[src/rtl/ristretto_trap_ctrl.sv]
// Trap control unit: accepts exceptions, MRET and interrupts, then runs
// flush -> CSR write -> PC redirect.
// Ports: clk_i/rst_i (sync active-high); exc_*, commit_pc_i, boundary_i,
//   mret_i, mie_i/mpie_i, *_int_i {pending,enable}, mtvec_i, mepc_i in;
//   tcu_csr_we_o, csr_mcause_o/csr_mtval_o/csr_mepc_o/csr_trap_state_o,
//   flush_o, busy_o, redir_valid_o/redir_ready_i, redir_pc_o.
// Option: RISTRETTO_TCU_VECTORED_EN enables vectored interrupt targets.
module ristretto_trap_ctrl #(
  parameter int DataWidth = 32,
  parameter int AddrWidth = 32
) (
  input  logic                 clk_i,
  input  logic                 rst_i,
  input  logic                 exc_valid_i,
  input  logic [3:0]           exc_cause_i,
  input  logic [DataWidth-1:0] exc_tval_i,
  input  logic [AddrWidth-1:0] commit_pc_i,
  input  logic                 boundary_i,
  input  logic                 mret_i,
  input  logic                 mie_i,
  input  logic                 mpie_i,
  input  logic [1:0]           ext_int_i,
  input  logic [1:0]           tim_int_i,
  input  logic [1:0]           soft_int_i,
  input  logic [AddrWidth-1:0] mtvec_i,
  input  logic [AddrWidth-1:0] mepc_i,
  output logic                 tcu_csr_we_o,
  output logic [DataWidth-1:0] csr_mcause_o,
  output logic [DataWidth-1:0] csr_mtval_o,
  output logic [AddrWidth-1:0] csr_mepc_o,
  output logic [2:0]           csr_trap_state_o,
  output logic                 flush_o,
  output logic                 busy_o,
  output logic                 redir_valid_o,
  input  logic                 redir_ready_i,
  output logic [AddrWidth-1:0] redir_pc_o
);

  typedef enum logic [1:0] {
    S_IDLE,
    S_FLUSH,
    S_WRITE,
    S_REDIR
  } state_e;

  state_e r_state;
  state_e w_state_d;

  logic                 w_accept;
  logic                 w_is_mret;
  logic                 w_is_int;
  logic [DataWidth-1:0] w_cause;
  logic [DataWidth-1:0] w_tval;

  logic                 r_is_mret;
  logic                 r_is_int;
  logic [DataWidth-1:0] r_cause;
  logic [DataWidth-1:0] r_tval;
  logic [AddrWidth-1:0] r_pc;
  logic [AddrWidth-1:0] r_mepc;

  logic                 r_flush;
  logic                 r_we;
  logic                 r_redir_valid;
  logic [DataWidth-1:0] r_csr_mcause;
  logic [DataWidth-1:0] r_csr_mtval;
  logic [AddrWidth-1:0] r_csr_mepc;
  logic [2:0]           r_csr_state;
  logic [AddrWidth-1:0] r_redir_pc;

  logic                 w_ext;
  logic                 w_tim;
  logic                 w_soft;
  logic                 w_int_req;
  logic [AddrWidth-1:0] w_base;
  logic [AddrWidth-1:0] w_trap_pc;
  logic [AddrWidth-1:0] w_redir_pc;

  assign w_ext     = &ext_int_i;
  assign w_tim     = &tim_int_i;
  assign w_soft    = &soft_int_i;
  assign w_int_req = boundary_i & mie_i
                   & (w_ext | w_tim | w_soft);

  always_comb begin
    w_state_d = r_state;
    w_accept  = 1'b0;
    w_is_mret = 1'b0;
    w_is_int  = 1'b0;
    w_cause   = '0;
    w_tval    = '0;
    unique case (r_state)
      S_IDLE: begin
        if (exc_valid_i) begin
          w_accept     = 1'b1;
          w_cause[3:0] = exc_cause_i;
          w_tval       = exc_tval_i;
        end else if (mret_i) begin
          w_accept  = 1'b1;
          w_is_mret = 1'b1;
        end else if (w_int_req) begin
          w_accept               = 1'b1;
          w_is_int               = 1'b1;
          w_cause[DataWidth-1]   = 1'b1;
          w_cause[3:0]           = w_ext  ? 4'hB :
                                   w_soft ? 4'h3 : 4'h7;
        end
        if (w_accept) w_state_d = S_FLUSH;
      end
      S_FLUSH: w_state_d = S_WRITE;
      S_WRITE: w_state_d = S_REDIR;
      S_REDIR: if (redir_ready_i) w_state_d = S_IDLE;
      default: w_state_d = S_IDLE;
    endcase
  end

  assign w_base = {mtvec_i[AddrWidth-1:2], 2'b00};

`ifdef RISTRETTO_TCU_VECTORED_EN
  // Vectored mode only offsets interrupts; exceptions use the base.
  assign w_trap_pc = (r_is_int && mtvec_i[1:0] == 2'b01)
                   ? w_base + AddrWidth'({r_cause[3:0], 2'b00})
                   : w_base;
`else
  logic w_unused_mode;
  assign w_unused_mode = ^mtvec_i[1:0];
  assign w_trap_pc     = w_base;
`endif

  assign w_redir_pc = r_is_mret ? r_mepc : w_trap_pc;

  always_ff @(posedge clk_i) begin
    if (rst_i) begin
      r_state       <= S_IDLE;
      r_is_mret     <= 1'b0;
      r_is_int      <= 1'b0;
      r_cause       <= '0;
      r_tval        <= '0;
      r_pc          <= '0;
      r_mepc        <= '0;
      r_flush       <= 1'b0;
      r_we          <= 1'b0;
      r_redir_valid <= 1'b0;
      r_csr_mcause  <= '0;
      r_csr_mtval   <= '0;
      r_csr_mepc    <= '0;
      r_csr_state   <= '0;
      r_redir_pc    <= '0;
    end else begin
      r_state       <= w_state_d;
      // Strobes follow the next state so each lines up with its state.
      r_flush       <= (w_state_d == S_FLUSH);
      r_we          <= (w_state_d == S_WRITE);
      r_redir_valid <= (w_state_d == S_REDIR);
      if (w_accept) begin
        r_is_mret <= w_is_mret;
        r_is_int  <= w_is_int;
        r_cause   <= w_cause;
        r_tval    <= w_tval;
        r_pc      <= commit_pc_i;
        r_mepc    <= mepc_i;
      end
      if (r_state == S_FLUSH) begin
        r_csr_mcause <= r_cause;
        r_csr_mtval  <= r_tval;
        if (r_is_mret) begin
          r_csr_mepc  <= mepc_i;
          r_csr_state <= {mpie_i, 1'b1, 1'b0};
        end else begin
          r_csr_mepc  <= r_pc;
          r_csr_state <= {1'b0, mie_i, 1'b1};
        end
      end
      if (r_state == S_WRITE) r_redir_pc <= w_redir_pc;
    end
  end

  assign busy_o           = (r_state != S_IDLE);
  assign flush_o          = r_flush;
  assign tcu_csr_we_o     = r_we;
  assign redir_valid_o    = r_redir_valid;
  assign csr_mcause_o     = r_csr_mcause;
  assign csr_mtval_o      = r_csr_mtval;
  assign csr_mepc_o       = r_csr_mepc;
  assign csr_trap_state_o = r_csr_state;
  assign redir_pc_o       = r_redir_pc;

endmodule

[config.mk]
export PLATFORM = sky130hd
export DESIGN_NAME = ristretto_trap_ctrl
export DESIGN_NICKNAME = d
export VERILOG_FILES = /design/src/rtl/ristretto_trap_ctrl.sv
export SDC_FILE = /design/constraint.sdc
export NUM_CORES = 1
export LEC_CHECK = 0
export ABC_AREA = 1
export CORE_MARGIN = 5
export CORE_UTILIZATION = 49
export CTS_BUF_LIST = sky130_fd_sc_hd__clkbuf_4 sky130_fd_sc_hd__clkbuf_8 sky130_fd_sc_hd__clkbuf_16
export CTS_CLUSTER_DIAMETER = 120
export CTS_CLUSTER_SIZE = 16
export DETAILED_ROUTE_END_ITERATION = 10
export PLACE_DENSITY = 0.85
export SLEW_MARGIN = 20
export SYNTH_ARGS = -nofsm -noshare
export SYNTH_HDL_FRONTEND = slang
export SYNTH_SLANG_ARGS = --single-unit
[constraint.sdc]
create_clock -name clk_i -period 1.7 [get_ports clk_i]
set_input_delay 0.34 -clock clk_i [delete_from_list [all_inputs] [get_ports clk_i]]
set_output_delay 0.34 -clock clk_i [all_outputs]
set_load 0.005 [all_outputs]
After elaboration in Yosys (flattened, before gate mapping). Index checks and enable logic that the tools add are counted.

Register bits: 211. Input bits: 146. Output and inout bits: 135. Logic and storage cells: 54.

Equality and inequality tests: 6. Muxes and demuxes: 25. Bitwise operators: 4. Reduce and logical (&&, ||, !) cells: 5.

Operator list (count): $mux W32 (4); $mux W4 (5); $mux W1 (11); $eq A2 B2 Y1 const B (4); $pmux W2 S4 (1); $mux W3 (2); $reduce_and A2 Y1 (3); $eq A2 B1 Y1 const B (2); $mux W2 (2); $and A1 B1 Y1 (2); $logic_not A2 Y1 (1); $or A1 B1 Y1 (2); $reduce_bool A2 Y1 (1).

Depth between registers and ports, before layout. Gate-level depths: netlist of the first run.

Depth after elaboration: 11. Depth in mapped cells: 9. Mapped depth without buffers: 8.

Worst setup path after synthesis of the first run. OpenSTA, ideal clock, no wires.

Path kind: input port to flip-flop. Start: input rst_i. End: register r_pc[10]. Setup time: 0.143 ns. Data arrival time: 1.133 ns. Data required time: 1.557 ns. Setup slack: 0.424 ns. Stages: 4. Path buffers: 3. Path through: buf_2 > buf_2 > clkbuf_1 > a21oi_1.

RTL lines: start: declaration (RTL line 13) `input logic rst_i,`; end signal: assignment (RTL line 160) `r_pc <= commit_pc_i;`; end: declaration (RTL line 59) `logic [AddrWidth-1:0] r_pc;`.

No word-level cell between the ends.

Worst setup path in the final report of the first run.
Start: register r_csr_mepc[8] (netlist: csr_mepc_o[8]). End: output csr_mepc_o[8].

RTL lines: start: declaration (RTL line 67) `logic [AddrWidth-1:0] r_csr_mepc;`; start signal: assignment (RTL line 167) `r_csr_mepc <= mepc_i;`; start signal: assignment (RTL line 170) `r_csr_mepc <= r_pc;`; end: declaration (RTL line 30) `output logic [AddrWidth-1:0] csr_mepc_o,`.

No word-level cell between the ends.

==> impl_metrics.tcl, run 1 <==
set metrics [dict create \
    critPathCaptureType "primary output" \
    syn_area_per_cell_um2 7.86 \
    firstDrtPassIters 5 \
    postRouteAntennaNets 0 \
    drv_cap 0 \
    period_share 0.983 \
    min_from "rst_i" \
    final_core_util 0.687 \
    fillCellCount 1348 \
    tightest_slew_ps 597 \
    yosysSeqAreaShare 0.515 \
    rsz0062_at_grt "no" \
    initialDrtViolationCount 597 \
    crit_family "buffers and inverters" \
    antenna_cells 0 \
    crit_type "reg -> out" \
    synthToLayoutAreaGrowth_pct 38.4 \
    layout_min_cycle_time_ps 1670 \
    slew_viol_final 0 \
    multi_input_area_mm2 0.00336 \
    cts.root.buffer_cell "clkbuf_16" \
    hold_viol_final 0 \
    vias_per_cell 5.43 \
    rr_endpoint "r_tval[4]" \
    htreeDepth 1 \
    layout_commonest_cell "a21oi_1" \
    min_path_type "in -> reg" \
    nNetsFinal 1407 \
    setup_viol 0 \
    hpwl_mm 17.1 \
    grt_overflow 0 \
    slew_headroom 0.601 \
    clkTransAtPathRegs_ps 70 \
    crit_chain "clkdlybuf4s50_1" \
    syn-cell-area_mm2 0.00820 \
    hold_buffers 0 \
    port-buffer-count 251 \
    core_area_mm2 0.0165 \
    synth_seq_cells 211 \
    synth_area_leaders "dfxtp_1 (52%), a21oi_1 (14%), nand2_1 (9.3%)" \
    clk_latency_ps 470 \
    setup_ws_ps 28.5 \
    outcome "complete, no violations" \
    antenna_found_initial 0 \
    gp_congestion 0.833 \
    rrSetupSlack_ps 170 \
    initial_core_util 0.496 \
    cpPeakStageDelay_ps 540 \
    remaining_drc_errors 0 \
    fin_tns_setup_ps 0 \
    hold_end "r_tval[16]" \
    powerDensity_mw_per_mm2 1100 \
    via_count 8034 \
    cpMaxStageDelayCell "clkdlybuf4s50_1" \
    rows 47 \
    drt-wirelength-per-cell_um 17.5 \
    drive_gt1_frac 0.0810 \
    hold_ws_ps 188 \
    crit_path_max_fanout 2 \
    reg2reg_depth 7 \
    cts_buffers 17 \
    die_area_mm2 0.0194 \
    synth_top_cell_area_share 0.515 \
    clock_sinks 211 \
    pre_cts_slack_ps -211 \
    synth_area_leader_cell "dfxtp_1" \
    ys_warn_count 0 \
    cts_tree "done" \
    grt_pass1_wl_mm 39.8 \
    synth_cells 1043 \
    leakage_nw 4.92 \
    r2r_start "r_state[1]" \
    critPathBufInv 1 \
    regArea_mm2 0.00425 \
    cp-startpoint "csr_mepc_o[8]" \
    start_kind "flip-flop" \
    critPathRequiredTime_ps 1360 \
    peakVddDrop_v 0.000799 \
    ios 281 \
    grt_max_degree 73 \
    die_w_um 139 \
    drt_wl_total_mm 25.9 \
    grt_pass1_vias 7611 \
    holdPathStages 2 \
    grtUsageTotal 0.247 \
    cts_max_path_buffers 3 \
    finalClockSkew_ps 10.5 \
    layout_common_cells "a21oi_1 (224), nand2_1 (204), clkdlybuf4s50_1 (203)" \
    synth_cell_type_count 24 \
    cp.arrival_ps 1330 \
    clock.fmax_mhz 598 \
    die_y_um 139 \
]
sequential cells by signal, indices dropped and copies added (netlist names):
signal	count
flush_o	1
r_tval	32
r_cause	5
csr_mtval_o	32
redir_valid_o	1
r_pc	32
csr_trap_state_o	3
redir_pc_o	32
csr_mcause_o	5
r_mepc	32
r_is_mret	1
csr_mepc_o	32
r_state	2
tcu_csr_we_o	1
synth_stat cells:
cell type	instances
a21oi_1	224
dfxtp_1	211
nand2_1	204
o21ai_0	97
nor2_1	73
nand3_1	68
clkbuf_1	39
buf_4	38
buf_2	27
inv_1	12
nand2_2	11
a21oi_2	10
buf_6	7
inv_2	5
o21ai_1	4
nand4_1	3
nor2_2	2
nor2_4	2
a31oi_1	1
buf_1	1
conb_1	1
nand2_4	1
nand3_2	1
o221a_2	1
metal layers:
layer  global-route usage  part of all wire
met1                0.305              0.38
met2                0.427              0.49
met3               0.0683             0.099
met4               0.0628             0.025
met5                    0                 0
how the worst max path moves through the flow:
stage                            to  slack, ps  cells after the start
global route        csr_mcause_o[2]        0.2                      1
finish                csr_mepc_o[8]         30                      1
floorplan                  r_pc[10]        420                      4
detailed placement       r_tval[29]       -210                      9
global placement         r_mepc[11]       -120                      8
CTS                   redir_pc_o[0]          3                      1
report_power, final:
| group | internal (mW) | total, mW | switching [mW] | leakage (nW) |
|---|---|---|---|---|
| clock | 1.79 | 3.49 | 1.70 | 0.216 |
| combinational | 1.46 | 3.05 | 1.60 | 2.96 |
| sequential | 5.56 | 5.88 | 0.318 | 1.74 |
| total | 8.81 | 12.4 | 3.61 | 4.92 |
metrics by stage:
step	total power [mW]	area, µm²	cells
global placement	9.01	10800	1462
detailed placement	9.07	10800	1462
finish	12.4	11300	1480
CTS	12.5	11300	1480
global route	13.0	11300	1480
floorplan	7.51	8290	1069
repair_timing:
item,CTS,global route
pin swaps,0,0
setup endpoints to repair,17,42
setup buffers,0,0
gates resized for setup,20,42
cells by family after synthesis:
logic type,share of synthesized area
other,0.000458
flip-flops,0.515
AND/OR/NAND/NOR,0.186
buffers and inverters,0.0870
AO/OA/AOI/OAI,0.211
area by class of cell:
cell class                 count  area share
inverter                      17     0.00562
sequential                   211       0.374
clock buffer                  17      0.0375
tap                          220      0.0243
timing repair buffer         285       0.261
multi-input combinational    729       0.296
clock inverter                 1     0.00143
Note: power is estimated with default switching activity, not from simulation.
==> run 2: changes to the inputs <==
--- a/config.mk
+++ b/config.mk
@@ -9,7 +9,7 @@
 export CORE_MARGIN = 5
 export CORE_UTILIZATION = 49
 export CTS_BUF_LIST = sky130_fd_sc_hd__clkbuf_4 sky130_fd_sc_hd__clkbuf_8 sky130_fd_sc_hd__clkbuf_16
-export CTS_CLUSTER_DIAMETER = 120
+export CTS_CLUSTER_DIAMETER = 30
 export CTS_CLUSTER_SIZE = 16
 export DETAILED_ROUTE_END_ITERATION = 10
 export PLACE_DENSITY = 0.85
@@ -17,3 +17,4 @@
 export SYNTH_ARGS = -nofsm -noshare
 export SYNTH_HDL_FRONTEND = slang
 export SYNTH_SLANG_ARGS = --single-unit
+export TNS_END_PERCENT = 1
==> run 2 against run 1 <==
  * Utilization increased by 5.2 points
  * Hold slack got worse by 12 ps
  * Clock power increased by 120%
  * Non-clock buffer count unchanged
  * Die area is the same
  * Via count grew 3.3%
  * Critical endpoint is now csr_mtval_o[0]
  * Register-to-register slack lost 40 ps
  * Largest power group is now the clock network
  * Critical path type unchanged
  * Clock skew is 3.5 ps higher
  * Highest routed layer unchanged
==> impl_metrics.tcl, run 2 (synthesis gave the netlist of run 1 again) <==
set metrics [dict create \
    outcome "complete, no violations" \
    peakVddDrop_v 0.000855 \
    clk_latency_ps 500 \
    start_kind "flip-flop" \
    layout_common_cells "a21oi_1 (224), dfxtp_1 (205), nand2_1 (204)" \
    rsz0062_at_grt "no" \
    clkTransAtPathRegs_ps 50 \
    cts_max_path_buffers 3 \
    cpMaxStageDelayCell "clkdlybuf4s50_1" \
    die_area_mm2 0.0194 \
    antenna_cells 0 \
    crit_family "buffers and inverters" \
    remaining_drc_errors 0 \
    critPathCaptureType "primary output" \
    nNetsFinal 1430 \
    layout_commonest_cell "a21oi_1" \
    synthToLayoutAreaGrowth_pct 48.8 \
    layout_min_cycle_time_ps 1670 \
    die_w_um 139 \
    postRouteAntennaNets 0 \
    via_count 8297 \
    slew_viol_final 0 \
    die_y_um 139 \
    setup_ws_ps 25.8 \
    clock_sinks 211 \
    hpwl_mm 17.1 \
    grt_pass1_vias 8011 \
    cts.root.buffer_cell "clkbuf_16" \
    initial_core_util 0.496 \
    core_area_mm2 0.0165 \
    clock.fmax_mhz 597 \
    drv_cap 0 \
    powerDensity_mw_per_mm2 1350 \
    setup_viol 0 \
    slew_headroom 0.584 \
    vias_per_cell 5.42 \
    finalClockSkew_ps 14.0 \
    period_share 0.985 \
    critPathBufInv 1 \
    cp.arrival_ps 1330 \
    rows 47 \
    pre_cts_slack_ps -211 \
    cts_buffers 40 \
    leakage_nw 5.62 \
    critPathRequiredTime_ps 1360 \
    drt-wirelength-per-cell_um 17.8 \
    grt_max_degree 73 \
    gp_congestion 0.833 \
    crit_path_max_fanout 2 \
    firstDrtPassIters 5 \
    drive_gt1_frac 0.111 \
    hold_viol_final 0 \
    post_dp_cell_area_mm2 0.0108 \
    grt_pass1_wl_mm 41.8 \
    tightest_slew_ps 623 \
    grt_overflow 0 \
    crit_chain "clkdlybuf4s50_1" \
    initialDrtViolationCount 462 \
    stdcell_area_mm2 0.0122 \
    htreeDepth 2 \
    drt_wl_total_mm 27.3 \
    min_path_type "in -> reg" \
    antenna_found_initial 0 \
    port-buffer-count 251 \
    crit_type "reg -> out" \
    grtUsageTotal 0.262 \
    ios 281 \
    cts_tree "done" \
    cts_setup_buffers 0 \
    cpPeakStageDelay_ps 510 \
]
## run 2: changes by cell type in the layout (fill, tap and decap cells not counted), sizes merged, moves of 7 or more
cell	change
clkinv	+7
clkinvlp	+8
dlygate4sd2	+32
dlymetal6s2s	+10
clkbuf	+34
clkdlybuf4s50	-42
## run 2: worst paths after layout
| kind | from | endpoint | slack (ps) | cells after the start |
|---|---|---|---|---|
| hold reg to reg | r_tval[11] | r_tval[11] | 460 | 2 |
| setup / recovery | csr_mtval_o[0] | csr_mtval_o[0] | 30 | 1 |
| setup reg to reg | r_state[1] | r_tval[5] | 130 | 7 |
| hold / removal | rst_i | r_tval[22] | 180 | 2 |
## run 2: where the power goes
group	internal, mW	switching (mW)	total (mW)
combinational	1.38	1.63	3.01
sequential	5.58	0.315	5.89
clock	5.02	2.54	7.56
## run 2: metrics by stage
stage                     setup TNS [ps]  power [mW]   util  std cells  hold slack (ps)
after floorplan                        0        7.51      -       1069              430
after global placement             -9060        9.01  0.655       1462              442
after detailed placement          -15410        9.07  0.655       1462              452
after CTS                              0        16.6  0.732       1532              156
after global routing                   0        17.1  0.738       1532              171
final                                  0        16.5  0.738       1532              176
## run 2: metal layers
| metal | track usage | up-vias | routed length, µm |
|---|---|---|---|
| li1 | - | 3924 | - |
| met2 | 0.447 | 454 | 13300 |
| met1 | 0.315 | 3850 | 10200 |
| met3 | 0.0803 | 69 | 2920 |
| met5 | 0 | - | 0 |
| met4 | 0.0901 | 0 | 868 |
## run 2: repair_timing
item | in CTS | in global routing
pin swaps | 0 | 0
endpoints found under the setup margin | 49 | 43
gates resized for setup | 53 | 43
hold endpoints to repair | 0 | 0
hold buffers | 0 | 0
## run 2: cell type report
| cell class | instances | area, µm² |
|---|---|---|
| Clock buffer | 51 | 1140 |
| Clock inverter | 19 | 180 |
| Fill cell | 1215 | 4320 |
| Inverter | 17 | 63.8 |
| Multi-Input combinational cell | 729 | 3360 |
| Sequential cell | 211 | 4240 |
| Tap cell | 220 | 275 |
| Timing Repair Buffer | 285 | 2950 |
==> edit: new RTL, settings of run 1 <==
Change the parameter `AddrWidth` from 32 to 48.
--- a/src/rtl/ristretto_trap_ctrl.sv
+++ b/src/rtl/ristretto_trap_ctrl.sv
@@ -7,7 +7,7 @@
 // Option: RISTRETTO_TCU_VECTORED_EN enables vectored interrupt targets.
 module ristretto_trap_ctrl #(
   parameter int DataWidth = 32,
-  parameter int AddrWidth = 32
+  parameter int AddrWidth = 48
 ) (
   input  logic                 clk_i,
   input  logic                 rst_i,
Ports: changed (5 resized); port bits go from 281 to 361. The function was not compared with the original's and may differ.
==> edit against run 1 <==
Non-clock buffer count is 87 higher. Clock skew is 0.014 ns higher. Register-to-register slack worse by 0.04 ns. Sequential cell count is 64 higher. Synthesized area is 31% higher. Design area is 31% higher. Routed wire length is 35% higher. Synthesized cell count is 36% higher. Total power is 26% higher. Die area is 29% higher. Maximum frequency is 0.90% higher. Worst hold slack worse by 0.15 ns. Setup slack better by 0.015 ns. Largest cell class unchanged. Highest routed layer unchanged.
==> edit: results (changes against run 1) <==
Util after Layout 68.6% (-0.092 points); first-pass detailed-route iteration total 5 (unchanged); Max Root-Sink Buffers 3 (unchanged); status finished, final reports clean; Reg clk slew, reported paths 0.07 ns (about the same); sequential share of the synthesized area 51.2% (-0.34 points); largest net degree at the start of global routing 118 (+62%); dpl cell area 14200 um2 (+31%); crit-path leading delay family buffers and inverters; Synth area leaders dfxtp_1, a21oi_1, nand2_1; FFs w/ async S/R, synth 0% (unchanged); Hold/Removal Path Class in2reg; clk_skew 0.0249 ns (+0.0145 ns); first-pass GRT wire length 53.9 mm (+35%); TritonCTS Buffers 21 (+4); drt drc 0 (unchanged); vias in the first global route 10300 (+36%); placed insts 1947 (+33%); Vias/cell 5.49 (+1.0%); Setup WS pre-CTS -0.272 ns (-0.0604 ns); first-iteration detailed-routing DRC count 930 (+56%); worst slew pin tran 0.728 ns (+0.131 ns); top cell type's share of synthesized area 51.2% (-0.34 points); synth warn 0 (unchanged); total number of vias 10800 (+35%); layout cells sized above 1 6.04% (-2.1 points); Crit-path slowest cell clkdlybuf4s50_1; Synth Instances 1414 (+36%); DR WL/cell 17.8 um (+1.5%); Total Routing Usage GR 26.4% (+1.8 points); Post-synth top cells a21oi_1, nand2_1, dfxtp_1, nor2_1, o21ai_0; Post-CTS Repair Setup Buffers 0 (unchanged); Yosys cell types 24 (unchanged); Critical Path Max Stage Delay 0.50 ns (-0.04 ns); maximum vdd ir drop 0.738 mV (-7.6%); worst-path fanout max 2 (unchanged); Worst-Skew Late Latency 0.51 ns (+0.04 ns); CTS root buffer clkbuf_16; Routability Congestion 0.857 (+2.8%); initial antenna violation count 0 (unchanged); input/output buffers 331 (+32%); H-tree lvl count 1 (unchanged); P_leak 6.83 nW (+39%); Fillers 1739 (+29%); Final HPWL DP 23.5 mm (+37%)
==> edit: area by class of cell <==
type	count	share of cell area, %
Sequential cell	275	37.2
Inverter	17	0.429
Clock buffer	22	3.58
Antenna cell	1	0.0168
Timing Repair Buffer	372	26.2
Tap cell	280	2.36
Multi-Input combinational cell	1003	30.1
Clock inverter	1	0.109
==> edit: power by group <==
part	internal [mW]	total, mW	switching, mW	leakage [nW]
Clock	2.23	4.45	2.22	0.270
Sequential	7.16	7.51	0.357	2.26
Combinational	1.68	3.68	2.01	4.30
==> edit: worst paths after layout <==
check                  start         endpoint  slack, ns  cells after the start
min                    rst_i       r_tval[22]       0.04                      2
min reg2reg       r_tval[27]       r_tval[27]       0.46                      2
max          csr_mtval_o[14]  csr_mtval_o[14]       0.04                      1
max reg2reg       r_state[1]       r_mepc[19]       0.13                      5
==> edit: kinds of logic (layout without fill, tap and decap cells) <==
| kind of cell | count (synthesis) | in the layout | share of synthesized area (%) |
|---|---|---|---|
| DFF | 275 | 275 | 51.2 |
| other | 1 | 28 | 0.0349 |
| AOI/OAI and AO/OA | 416 | 416 | 19.4 |
| and+or+nand+nor | 560 | 560 | 21.2 |
| buffers and inverters | 162 | 412 | 8.24 |
==> edit: per-layer routing <==
layer	share of wire (%)	routed length [um]	global-route usage [%]	vias up
met2	48	16900	44.9	509
li1	-	-	-	5162
met1	38	13400	32.4	5064
met4	3.4	1190	8.81	0
met5	0	0	0	-
met3	10	3640	7.55	76
==> edit: repair_timing <==
item,4_1_cts,5_1_grt
endpoints found under the hold margin,0,0
cloned,0,0
endpoints found under the setup margin,78,67
resized for setup,87,68
